==> config.mk <==
export PLATFORM = sky130hd
export DESIGN_NAME = seg7_reader
export DESIGN_NICKNAME = d
export VERILOG_FILES = /design/src/rtl/seg7_pkg.sv /design/src/rtl/seg7_decode.sv /design/src/rtl/seg7_reader.sv
export SDC_FILE = /design/constraint.sdc
export NUM_CORES = 1
export LEC_CHECK = 0
export BUFFER_PORTS_ARGS = -buffer_cell sky130_fd_sc_hd__buf_4
export CAP_MARGIN = 20
export CORE_MARGIN = 2
export CORE_UTILIZATION = 60
export DETAILED_ROUTE_END_ITERATION = 12
export PLACE_DENSITY = 0.81
export SETUP_SLACK_MARGIN = 0.05
export SYNTH_ARGS = -nofsm -noshare
export SYNTH_HDL_FRONTEND = slang
export SYNTH_SLANG_ARGS = --single-unit
==> constraint.sdc <==
create_clock -name clk -period 5.28 [get_ports clk]
set_input_delay 0.528 -clock clk [delete_from_list [all_inputs] [get_ports clk]]
set_output_delay 0.528 -clock clk [all_outputs]
set_load 0.01 [all_outputs]
==> src/rtl/seg7_pkg.sv <==
// Shared constants and types for the seven-segment bus reader.
// Segment codes are active-low, bit0 = a ... bit6 = g.
package seg7_pkg;

   localparam logic [6:0] SEG_BLANK = 7'h7F;

   // Index is the nibble the pattern represents.
   localparam logic [6:0] SEG_CODES [16] = '{
      7'h40, 7'h79, 7'h24, 7'h30, 7'h19, 7'h12, 7'h02, 7'h78,
      7'h00, 7'h18, 7'h08, 7'h03, 7'h46, 7'h21, 7'h06, 7'h0E
   };

   typedef enum logic {
      COLLECT,
      FULL
   } state_e;

endpackage

==> src/rtl/seg7_decode.sv <==
// Combinational inverse of the hex-to-seven-segment encoder.
// Unknown patterns, including blank, yield nibble 0 with legal low.
module seg7_decode
   import seg7_pkg::*;
(
   input  logic [6:0] pattern,
   output logic [3:0] nibble,
   output logic       legal
);

   always_comb begin
      nibble = '0;
      legal  = 1'b0;
      if (pattern != SEG_BLANK) begin
         for (int unsigned i = 0; i < 16; i++) begin
            if (pattern == SEG_CODES[i]) begin
               nibble = 4'(i);
               legal  = 1'b1;
            end
         end
      end
   end

endmodule

==> src/rtl/seg7_reader.sv <==
// Samples a scanned seven-segment bus, debounces each digit, decodes it and
// assembles one nibble per digit into a word handed off via valid/ready.
module seg7_reader
   import seg7_pkg::*;
#(
   parameter int unsigned DIGITS        = 4,
   parameter int unsigned STABLE_CYCLES = 4
) (
   input  logic                  clk,
   input  logic                  resetn,
   input  logic [6:0]            seg_in,
   input  logic [DIGITS-1:0]     digit_sel,
   output logic [4*DIGITS-1:0]   word,
   output logic [DIGITS-1:0]     err_mask,
   output logic                  out_valid,
   input  logic                  out_ready,
   output logic                  overrun
);

   localparam int unsigned CW = $clog2(STABLE_CYCLES + 1);

   logic [DIGITS+6:0]   sample_q, sample_d;
   logic [CW-1:0]       cnt_q, cnt_d;
   logic [4*DIGITS-1:0] word_q, word_d;
   logic [DIGITS-1:0]   err_q, err_d;
   logic [DIGITS-1:0]   flags_q, flags_d;
   logic                overrun_q, overrun_d;
   state_e              state_q, state_d;

   logic       one_hot, same, capture, accept, legal;
   logic [3:0] nibble;

   seg7_decode u_decode (
      .pattern (seg_in),
      .nibble  (nibble),
      .legal   (legal)
   );

   always_comb begin
      sample_d  = {digit_sel, seg_in};
      one_hot   = $onehot(digit_sel);
      same      = ({digit_sel, seg_in} == sample_q);
      cnt_d     = cnt_q;
      word_d    = word_q;
      err_d     = err_q;
      overrun_d = overrun_q;

      if (!one_hot)
         cnt_d = '0;
      else if (!same)
         cnt_d = CW'(1);
      else if (cnt_q != CW'(STABLE_CYCLES))
         cnt_d = cnt_q + 1'b1;

      // Fires only on the step into saturation, so a held pattern captures once.
      capture = one_hot && same && (cnt_q == CW'(STABLE_CYCLES - 1));
      accept  = (state_q == FULL) && out_ready;

      // Acceptance clears flags first so a same-edge capture seeds the next frame.
      flags_d = accept ? '0 : flags_q;
      if (capture) begin
         if ((state_q == FULL) && !accept) begin
            overrun_d = 1'b1;
         end else begin
            for (int unsigned i = 0; i < DIGITS; i++) begin
               if (digit_sel[i]) begin
                  word_d[4*i +: 4] = nibble;
                  err_d[i]         = !legal;
                  flags_d[i]       = 1'b1;
               end
            end
         end
      end

      state_d = (flags_d == '1) ? FULL : COLLECT;
   end

   always_ff @(posedge clk or negedge resetn) begin
      if (!resetn) begin
         sample_q  <= '0;
         cnt_q     <= '0;
         word_q    <= '0;
         err_q     <= '0;
         flags_q   <= '0;
         overrun_q <= 1'b0;
         state_q   <= COLLECT;
      end else begin
         sample_q  <= sample_d;
         cnt_q     <= cnt_d;
         word_q    <= word_d;
         err_q     <= err_d;
         flags_q   <= flags_d;
         overrun_q <= overrun_d;
         state_q   <= state_d;
      end
   end

   assign word      = word_q;
   assign err_mask  = err_q;
   assign out_valid = (state_q == FULL);
   assign overrun   = overrun_q;

endmodule

==> results.txt <==
Setup repair after global routing left no endpoint under its margin. The timing startpoint of the critical path is digit_sel[0]. The cell area that synthesis handed to floorplanning was 2176 sq um. The first routing iteration left 134 violations. The flip-flop and latch count after synthesis came out at 40. The number of clock buffers added by TritonCTS is 5. The netlist uses 49 different library cells. The total via count in the routed design came out at 1547. The analysis attributes to cell leakage a power of 1.250 nW. The run finished with clean final reports. The sum of net half-perimeters after detailed placement came out at 3.368 mm. The startpoint identified for the worst register-to-register timing path is sample_q[6]. The final worst clock skew is 20.35 ps. The destination of the worst register-to-register timing path is word[4].

The post-place setup slack came out at 1804 ps. Entering global routing, the biggest net connects 41 pins. The number of clock sinks seen by CTS is 40. The area fraction of the dominant cell type after synthesis came out at 46.00%. Once the clock tree was built, the resizer swapped 0 gates to a different size. Summed over all instances, the cell type with the most area after synthesis is dfrtp_1. The total die area is 4124 sq um.

The total routed wirelength is 4.383 mm. After synthesis, the share of flip-flops with an asynchronous set or reset is 100.0%. The first TritonRoute pass finished after 4 iterations.

The max-slew violation count came to 0. The number of maximum-capacitance constraint violations came out at 0. The floorplan step set the die width to 64.22 microns. The highest fanout seen on the critical path came out at 8. The number of placed instances with taps included is 254. The final RePlAce weighted congestion is 0.8207. The total I/O pin count is 36. The internal reg-to-reg setup slack came out at 2960 ps. The fmax is 323.9 MHz.

The number of failing hold endpoints at the final stage came to 0. The number of antenna violations at the first check in global routing came out at 0. In this run the clock root is driven by a clkbuf_4. After synthesis, the cell types taking the most area are dfrtp_1 46%, mux2_1 6.2%, mux2_4 5.5%.

The average wire per standard cell came out at 16.73 microns. TritonCTS built the clock tree. Input and output buffers added on the ports amount to 35. The detail-routed via count per cell came out at 5.905. The area of the core came out at 3416 sq um.

The worst path required time came out at 5590 ps. Global routing finished with a remaining overflow of 0. The count of yosys warnings during synthesis came out at 0. The number of global-route vias before repair was 1605. Sequential elements use 46.00% of the synthesized area. The number of hold buffers added after CTS came out at 0. The die is 64.22 microns tall. The net count after synthesis is 201. The clock latency at the later pin of the worst-skew pair is 360 ps.

Across all setup checks in the final design, the least slack found is 2193 ps. The post-route setup TNS came out at 0 ps. The H-tree was split into 2 levels. Across every metal layer, demand over resource in global routing totals 24.18%. The clock-pin slew of the registers on the worst-case setup and hold paths is 130 ps.

The startpoint type of the worst setup path is an input port. The number of standard cells in the layout, taps in and fillers out came out at 262. The synthesized design contains 0 enable-type register cells. Setup violations remaining at the end of the flow were counted as 0. The endpoint kind of the worst setup timing path is a flip-flop. The worst path arrival time came out at 3400 ps. The mean area per synthesized cell came out at 12.02 sq um. The worst ir drop on vdd is 0.0001446 V.

The worst hold path class is input port to asynchronous set/reset pin. The worst relative slew slack came out at 58.35%. The number of buffers on the longest clock path came out at 2.

The fraction of layout cells with a size suffix above 1 is 29.17%. For this run, the leading register cell type out of synthesis is dfrtp_1. The core occupancy in the finished layout is 73.88%. The part of the cycle the worst path needs is 58.47%. Post-CTS timing repair inserted 0 buffers for setup. Synthesis produced 181 cells. The number of cell rows came out at 21.

Ranked by instance count, the synthesized netlist is headed by 40 x dfrtp_1, 13 x nand2_1, 12 x mux2_1. For this run, design rule violations remaining after detail routing come to 0. For the pin with the worst max-slew slack, the measured transition is 619.0 ps. The most frequent cell after synthesis is dfrtp_1. The critical path is of the input port to flip-flop type. After layout, the minimum clock period comes to 3087 ps. From synthesis to final layout, the design area changed by 15.99%. The total inserted antenna cells is 0. The power density over the cells came out at 237.9 nW/um^2. In this run the remaining antenna-violating nets after routing total 0. The final layout contains 235 nets. For this configuration, the core starts out at a cell density of 63.70%. The depth of the worst register-to-register path is 6. The wire length of the first global-routing pass is 7.458 mm.
-- cell type report --
type,instances,area (sq um)
multi-input combinational,123,1075
sequential,40,1001
fill,244,892.1
timing repair buffer,35,262.8
tap,46,57.56
clock buffer,6,51.30
clock inverter,2,38.79
inverter,10,37.54
-- metrics by stage --
step / power, mW / hold WS [ps] / cell area [sq um]
floorplan: 0.3654 / 232.4 / 2176
global placement: 0.3861 / 468.2 / 2434
detailed placement: 0.3924 / 483.7 / 2434
CTS: 0.6090 / 112.3 / 2524
global route: 0.6284 / 118.1 / 2524
finish: 0.6003 / 112.9 / 2524
-- power breakdown --
group / internal, mW / switching [mW]
clock network: 0.113 / 0.101
logic: 0.0282 / 0.0416
registers: 0.312 / 0.00413
total: 0.454 / 0.147
-- registers in the layout, summed over array words and instances, names as in the netlist --
signal / cells
flags_q: 4
err_mask: 4
sample_q: 11
overrun: 1
out_valid: 1
cnt_q: 3
word: 16
-- placed cells by master (no fill, tap or decap), types with 2 or more instances in the layout --
| cell type | netlist | final |
|---|---|---|
| a21oi_1 | 5 | 5 |
| a31oi_1 | 7 | 7 |
| buf_4 | 0 | 35 |
| clkbuf_4 | 0 | 5 |
| dfrtp_1 | 40 | 40 |
| ha_1 | 5 | 5 |
| inv_1 | 9 | 9 |
| mux2_1 | 12 | 12 |
| mux2_4 | 8 | 8 |
| nand2_1 | 13 | 13 |
| nand2b_1 | 5 | 5 |
| nand3_1 | 4 | 4 |
| nand3b_1 | 2 | 2 |
| nand4_1 | 5 | 5 |
| nand4_4 | 4 | 4 |
| nor2_1 | 5 | 5 |
| nor2b_1 | 2 | 2 |
| nor3_1 | 3 | 3 |
| nor3b_1 | 2 | 2 |
| nor4_1 | 3 | 3 |
| o21ai_0 | 3 | 3 |
| xnor2_1 | 5 | 5 |
| xnor2_2 | 2 | 2 |
| xor2_1 | 5 | 5 |
-- routing by layer --
layer	vias up	track usage (%)	wire, microns	share of wire [%]
li1	717	-	-	-
met5	-	0	0	0
met2	65	42.84	2316	53
met1	749	26.90	1661	38
met4	0	10.37	142	3.2
met3	16	7.042	261	6.0
-- worst max-delay path, cell delays in order --
cell,delay (ps)
buf_4,130
inv_1,70
fa_1,540
inv_1,50
ha_1,180
ha_1,270
nor3b_1,280
and2_2,330
nor3b_4,370
nand4_1,160
a31oi_1,270
and4_1,210
-- how the worst max path moves through the flow --
stage | slack (ps) | endpoint | depth (start not counted)
floorplan | 2290 | out_valid | 11
global placement | 2050 | out_valid | 12
detailed placement | 1800 | out_valid | 12
CTS | 2210 | out_valid | 12
global route | 2000 | out_valid | 12
finish | 2190 | out_valid | 12
-- cell families after synthesis --
family | Yosys count | share of synthesized area [%]
compound gates | 27 | 8.339
xor+xnor | 13 | 6.785
fa+ha+maj | 6 | 3.795
buf+inv | 18 | 4.600
flops | 40 | 46.00
mux | 20 | 11.73
simple gates | 57 | 18.75
No activity file was read; power rests on OpenSTA's default activity.
